===== config.mk =====
export PLATFORM = sky130hd
export DESIGN_NAME = mips_exec_unit
export DESIGN_NICKNAME = d
export VERILOG_FILES = /design/src/rtl/mips_exec_unit.sv
export SDC_FILE = /design/constraint.sdc
export NUM_CORES = 1
export LEC_CHECK = 0
export ABC_CLOCK_PERIOD_IN_PS = 10000
export CORE_ASPECT_RATIO = 0.7
export CORE_MARGIN = 2
export CORE_UTILIZATION = 55
export DETAILED_ROUTE_END_ITERATION = 8
export PLACE_DENSITY_LB_ADDON = 0.15
export SLEW_MARGIN = 0
export SYNTH_ARGS = -nofsm -noshare
export SYNTH_HDL_FRONTEND = slang
export SYNTH_SLANG_ARGS = --single-unit

===== constraint.sdc =====
create_clock -name clk -period 10 [get_ports clk]
set_clock_uncertainty 0.05 [all_clocks]
set_input_delay 2 -clock clk [delete_from_list [all_inputs] [get_ports clk]]
set_output_delay 2 -clock clk [all_outputs]
set_load 0.05 [all_outputs]

===== src/rtl/mips_exec_unit.sv =====
// Execute stage for the multicycle MIPS core: ALU control, ALU, branch adder.
// Results are exposed combinationally and held in ALUOut/target registers.
module mips_exec_unit #(
    parameter int WIDTH = 32
) (
    input  logic             clk,
    input  logic             reset,
    input  logic             en,
    input  logic [1:0]       alu_op,
    input  logic [5:0]       func_code,
    input  logic [WIDTH-1:0] a,
    input  logic [WIDTH-1:0] b,
    input  logic [WIDTH-1:0] pc_in,
    input  logic [WIDTH-1:0] offset,
    output logic [3:0]       alu_ctrl,
    output logic [WIDTH-1:0] result,
    output logic             zero,
    output logic [WIDTH-1:0] add_out,
    output logic [WIDTH-1:0] result_q,
    output logic             zero_q,
    output logic [WIDTH-1:0] add_out_q
);

    localparam logic [3:0] CTRL_AND  = 4'b0000;
    localparam logic [3:0] CTRL_OR   = 4'b0001;
    localparam logic [3:0] CTRL_ADD  = 4'b0010;
    localparam logic [3:0] CTRL_XOR  = 4'b0011;
    localparam logic [3:0] CTRL_SUB  = 4'b0110;
    localparam logic [3:0] CTRL_SLT  = 4'b0111;
    localparam logic [3:0] CTRL_SLTU = 4'b1000;
    localparam logic [3:0] CTRL_NOR  = 4'b1100;
    localparam logic [3:0] CTRL_BAD  = 4'b1111;

    logic [WIDTH-1:0] result_d;
    logic             zero_d;
    logic [WIDTH-1:0] add_out_d;

    always_comb begin
        alu_ctrl = CTRL_BAD;
        unique case (alu_op)
            2'b00: alu_ctrl = CTRL_ADD;
            2'b01: alu_ctrl = CTRL_SUB;
            2'b11: alu_ctrl = CTRL_OR;
            2'b10: begin
                unique case (func_code)
                    6'b100000, 6'b100001: alu_ctrl = CTRL_ADD;
                    6'b100010, 6'b100011: alu_ctrl = CTRL_SUB;
                    6'b100100: alu_ctrl = CTRL_AND;
                    6'b100101: alu_ctrl = CTRL_OR;
                    6'b100110: alu_ctrl = CTRL_XOR;
                    6'b100111: alu_ctrl = CTRL_NOR;
                    6'b101010: alu_ctrl = CTRL_SLT;
                    6'b101011: alu_ctrl = CTRL_SLTU;
                    default:   alu_ctrl = CTRL_BAD;
                endcase
            end
            default: alu_ctrl = CTRL_BAD;
        endcase
    end

    always_comb begin
        result = '0;
        unique case (alu_ctrl)
            CTRL_AND:  result = a & b;
            CTRL_OR:   result = a | b;
            CTRL_ADD:  result = a + b;
            CTRL_XOR:  result = a ^ b;
            CTRL_SUB:  result = a - b;
            CTRL_SLT:  result = {{(WIDTH-1){1'b0}}, $signed(a) < $signed(b)};
            CTRL_SLTU: result = {{(WIDTH-1){1'b0}}, a < b};
            CTRL_NOR:  result = ~(a | b);
            default:   result = '0;
        endcase
    end

    assign zero    = (result == '0);
    assign add_out = pc_in + offset;

    always_comb begin
        result_d  = result_q;
        zero_d    = zero_q;
        add_out_d = add_out_q;
        if (en) begin
            result_d  = result;
            zero_d    = zero;
            add_out_d = add_out;
        end
    end

    // Reset wins over en on the same edge.
    always_ff @(posedge clk) begin
        if (reset) begin
            result_q  <= '0;
            zero_q    <= 1'b0;
            add_out_q <= '0;
        end else begin
            result_q  <= result_d;
            zero_q    <= zero_d;
            add_out_q <= add_out_d;
        end
    end

endmodule


Word-level counts from Yosys, hierarchy flattened
Cells that the tools add are included.
- register bits after elaboration: 65
- latch bits: 0
- RAM bits: 0
- bits in read-only memories: 0
- bits of input ports: 139
- output and inout bits: 134
- memories: 0
- add/subtract/negate cells: 3
- multipliers: 0
- divide/modulo/power cells: 0
- order comparisons: 2
- eq/ne operators: 20
- shift-type cells: 0
- multiplexer cells: 3
- bitwise gates (word level): 4
- reductions and logical operators: 5
- operators with widths (operator ; number):
    32-bit one-hot mux with 8 select lines ; 1
    32-bit adder ; 2
    32-bit < comparator ; 2
    6-bit equality test (second input constant) ; 10
    32-bit AND ; 1
    32-bit zero test ; 1
    32-bit NOT ; 1
    32-bit OR ; 1
    4-bit one-hot mux with 8 select lines ; 1
    32-bit subtractor ; 1
    32-bit XOR ; 1
    4-bit one-hot mux with 4 select lines ; 1
    4-bit by 2-bit equality test with 1-bit output (second input constant) ; 2
    4-bit by 3-bit equality test with 1-bit output (second input constant) ; 2
    4-bit equality test (second input constant) ; 2
    2-bit equality test (second input constant) ; 2
    4-bit by 1-bit equality test with 1-bit output (second input constant) ; 1
    4-bit zero test ; 1
    2-bit OR reduction ; 2
    2-bit by 1-bit equality test with 1-bit output (second input constant) ; 1
    2-bit zero test ; 1

Longest topological paths before layout
- depth in word-level cells: 7
- depth in mapped cells: 15

Least setup slack after synthesis
Ideal clock, no wire load.
- path kind: input to output
- start: in b[2]
- end: out zero
- data arrival time: 6.719 ns
- required time: 7.950 ns
- path slack: 1.231 ns
- stages: 14
- path buffers: 1
- cell sequence: inv_1 > ha_1 > clkbuf_1 > o21bai_1 > a211oi_1 > a21oi_1 > xor2_1 > o221ai_1 > or4_1 > or4_1 > nor4b_2 > nand4b_1 > or4_1 > nor4_2
- RTL lines (what ; RTL line ; RTL):
    start, declared ; 12 ; input logic [WIDTH-1:0] b,
    32-bit subtractor or 32-bit adder (tied branches) ; 68, 66 ;
    32-bit one-hot mux with 8 select lines (*) ; 63 ; unique case (alu_ctrl)
    named net result[8] ; 16 ; output logic [WIDTH-1:0] result,
    32-bit zero test (*) ; 76 ; assign zero = (result == '0);
    end, declared ; 17 ; output logic zero,
The timed path passes the listed nets; every way through them passes the cells marked *.

Final worst setup path
- start: in a[2]
- end: out zero
- longest elaborated chain between the ends: 4
- ends and longest elaborated chain (what ; RTL line ; RTL):
    start, declared ; 11 ; input logic [WIDTH-1:0] a,
    parallel branches: the longest is 2 deep, another holds 32-bit subtractor ; n/a ;
    32-bit one-hot mux with 8 select lines (*) ; 63 ;
    32-bit zero test (*) ; 76 ;
Every way passes the cells marked *.

==> summary.md <==
* 10000 sq um — total standard cell area after synthesis
* 16.0% — area share of the largest cell type after synthesis
* 12.8% — Max transition margin
* 92 — Unique masters post-synth
* 5.20% — ratio of cells with drive above 1 in the final layout
* 41.3% — total global-route track usage
* 6 — drt pass-1 iters
* 67 — maximum number of pins on one net before global-route repair
* 22.3 um — average wire length per cell after detail routing
* 330 ps — clock insertion delay at the later pin of the skew report
* sky130_fd_sc_hd__ha_1 — top cell type by total area after synthesis
* 65 — number of clock sinks
* 1901 — NumNets Final
* done — CTS tree
* met2 — Top Usage Layer GRT
* 0 — warnings from Yosys
* 1402 — number of standard cells after synthesis
* 1672 — syn nets
* 62400 um — global-route wire length before repair
* 1.05 — final weighted congestion in routability-driven placement
* 19300 sq um — area enclosed by the die boundary
* 1856 — cell count after placement
* 7440 ps — Critical Path AT
* 7950 ps — data required time of the worst path
* 18000 sq um — placeable core region
* 62.2% — fraction of met2 tracks used by global routing
* 0 — residual antenna-violating net count after detailed routing
* 1873 — final cell count without fillers
* 9490 ps — min cycle time layout
* 2 — number of buffers on the longest clock path
* 0 — number of instances resized during post-cts repair
* sky130_fd_sc_hd__a211oi_1 — slowest cell on the critical path
* 3 — number of levels the H-tree was split into
* 41900 um — Post-Route WL
* 12900 sq um — cell area after placement
* 1869 — violation count after the first detailed-routing iteration
* input pin — kind of launch point of the worst setup path
* 117 um — die outline height
* sky130_fd_sc_hd__dfxtp_1 — ys flop type
* 0.111 mV — VDD IR-drop max
* 0 — number of setup violations in the final report
* 0 — final number of max-transition violations
* 272 — port buffer count
* 0% — share of synthesized flip-flops with an asynchronous set or reset
* finished, final reports clean — run status
* 31.8% — area added between synthesis and finish
* 0 — buffer count from post-CTS setup fixing
* 0.105 GHz — Max Freq
* 1420 — layout filler cell count
* 94.9% — ratio of final minimum period to clock period
* 0 — final hold viol count
* 8920 ps — FF-to-FF setup slack
* 0 — MaxCap Viol Count
* sky130_fd_sc_hd__clkbuf_16 — library cell used as clock root buffer
* output port — kind of end point of the critical path
* 0 ps — Sum Neg Setup Slack
* 56.2% — met1 track demand over resource
* clkdlybuf4s50_1, inv_1, ha_1, o21bai_1, a211oi_1, a211oi_1, a211oi_1, mux2i_1, o211a_1, nand2_1, a2111oi_0, nand4b_1, or4_1, nor4_2, buf_4 — cells traversed along the worst timing path
* 130 nW/um^2 — total power per unit cell area
* 273 — count of pins on the block boundary
* 41 — row count
* 5.64 nW — Lkg Pwr
* 9 — critical-path maximum fanout
* sky130_fd_sc_hd__clkdlybuf4s50_1, sky130_fd_sc_hd__nor2_1, sky130_fd_sc_hd__ha_1 — most frequent cells in the layout
* 65 — register bit count reported by yosys
* 7.15 sq um — average cell area after synthesis
* 55.9% — Initial Utilization
* compound AO/OA/AOI/OAI gates — CP delay by family, top
* 11300 — vias in the first global route
* 9 — total clock buffers created by CTS
* 0 — count of flip-flops with a built-in enable after synthesis
* 6.70 — ratio of routed vias to standard cells
* input pin to output port — Worst Path Class, Setup
* 0 — Remaining DRCs
* sky130_fd_sc_hd__clkdlybuf4s50_1 — leading cell type in the layout, fill and taps excluded
* 0 — final global-route overflow total
* 50 ps — clock-pin slew on the worst setup and hold paths
* 12500 — via count
* flop to flop — worst hold path type
* 1300 ps — transition time of the tightest slew-check pin
* 0 — hold buffers post-CTS
* 32500 um — DP HPWL
* sky130_fd_sc_hd__ha_1, sky130_fd_sc_hd__dfxtp_1, sky130_fd_sc_hd__nor2_1 — top post-synthesis cells by area
* 13.0% — share of the yosys chip area belonging to registers
* 3 — Critical path buffers and inverters
* 165 um — DIE WIDTH
* 12.8% — GRT met3 Usage
* 1090 ps — largest stage delay on the critical path
* sky130_fd_sc_hd__a211oi_1 — Worst path most repeated cell
* false — unrepaired setup endpoints after global routing
* 13200 sq um — final cell area excluding filler cells
* 0 — initial antenna violation count
registers in the layout (all words and copies together) (netlist names):
| register | count |
|---|---|
| zero_q | 1 |
| add_out_q | 32 |
| result_q | 32 |
Yosys cell counts (6+ instances only):
cell and n:
sky130_fd_sc_hd__o211ai_1 11, sky130_fd_sc_hd__nor2b_1 17, sky130_fd_sc_hd__a221o_1 11, sky130_fd_sc_hd__or3_1 11, sky130_fd_sc_hd__or2_2 10, sky130_fd_sc_hd__a2111oi_0 9
sky130_fd_sc_hd__a32oi_1 9, sky130_fd_sc_hd__a221oi_1 16, sky130_fd_sc_hd__and2_1 8, sky130_fd_sc_hd__dfxtp_1 65, sky130_fd_sc_hd__xnor2_1 29, sky130_fd_sc_hd__xor2_1 12
sky130_fd_sc_hd__inv_1 116, sky130_fd_sc_hd__a31oi_1 13, sky130_fd_sc_hd__a21oi_1 103, sky130_fd_sc_hd__o21bai_1 13, sky130_fd_sc_hd__a31o_2 8, sky130_fd_sc_hd__nand2b_1 21
sky130_fd_sc_hd__nor3_1 57, sky130_fd_sc_hd__a41oi_1 6, sky130_fd_sc_hd__a22oi_1 6, sky130_fd_sc_hd__nand2_1 81, sky130_fd_sc_hd__a21o_1 25, sky130_fd_sc_hd__nor4_1 11
sky130_fd_sc_hd__o21ai_0 62, sky130_fd_sc_hd__o21a_1 16, sky130_fd_sc_hd__o31ai_1 11, sky130_fd_sc_hd__o221ai_1 9, sky130_fd_sc_hd__and3_1 10, sky130_fd_sc_hd__nand3_1 36
sky130_fd_sc_hd__buf_2 9, sky130_fd_sc_hd__a211oi_1 34, sky130_fd_sc_hd__ha_1 128, sky130_fd_sc_hd__clkbuf_1 62, sky130_fd_sc_hd__nand4_1 22, sky130_fd_sc_hd__mux2i_1 39
sky130_fd_sc_hd__o32ai_1 6, sky130_fd_sc_hd__nor2_1 170
area by class of cell:
class,count,area [sq um],area share [%]
multi-input combinational,1141,7980,60.4
timing repair buffer,297,2900,21.9
sequential,65,1300,9.84
inverter,117,439,3.32
tap,236,295,2.23
clock buffer,11,243,1.84
clock inverter,5,55.1,0.417
antenna,1,2.50,0.0189
routing by layer:
metal,wire length [um],vias to the layer above
met2,17300,1019
met5,110,-
met3,6310,153
met4,1640,2
li1,-,5625
met1,16500,5742
through the flow:
stage	util (%)	worst slack (ps)	total power, mW	hold WS [ps]
after floorplan	-	1230	0.995	640
after global placement	71.9	945	1.35	408
after detailed placement	71.9	916	1.36	407
after CTS	73.6	863	1.69	414
after global routing	73.6	452	1.78	441
final	73.6	515	1.71	423
kinds of logic (layout without fill, tap and decap cells):
group                      count (synthesis)  after routing  share of synthesized area [%]
buffers and inverters                    196            430                           7.71
other                                      0              1                              0
DFF                                       65             65                           13.0
AOI/OAI and AO/OA                        442            442                           31.2
adders and majority gates                131            131                           16.6
xor gates and xnor gates                  41             41                           3.58
muxes                                     41             41                           4.12
and+or+nand+nor                          486            486                           23.8
power by group:
part	total (mW)	internal [mW]	switching, mW	leakage, nW
Clock	0.318	0.199	0.119	0.142
Combinational	1.09	0.378	0.717	4.96
Sequential	0.301	0.286	0.0149	0.538
path summary, 6_finish.rpt:
kind / to / startpoint / cells after the start
worst max-delay path: zero / a[2] / 15
worst min-delay path: result_q[8] / result_q[8] / 2
worst max register to register: result_q[1] / result_q[1] / 2
worst min register to register: result_q[8] / result_q[8] / 2
worst reg2reg max path, cell delays in order, from the launching register on:
cell	delay, ps
sky130_fd_sc_hd__dfxtp_1	380
sky130_fd_sc_hd__nor2_1	60
sky130_fd_sc_hd__a211oi_1	440
No activity file was read; power rests on OpenSTA's default activity.
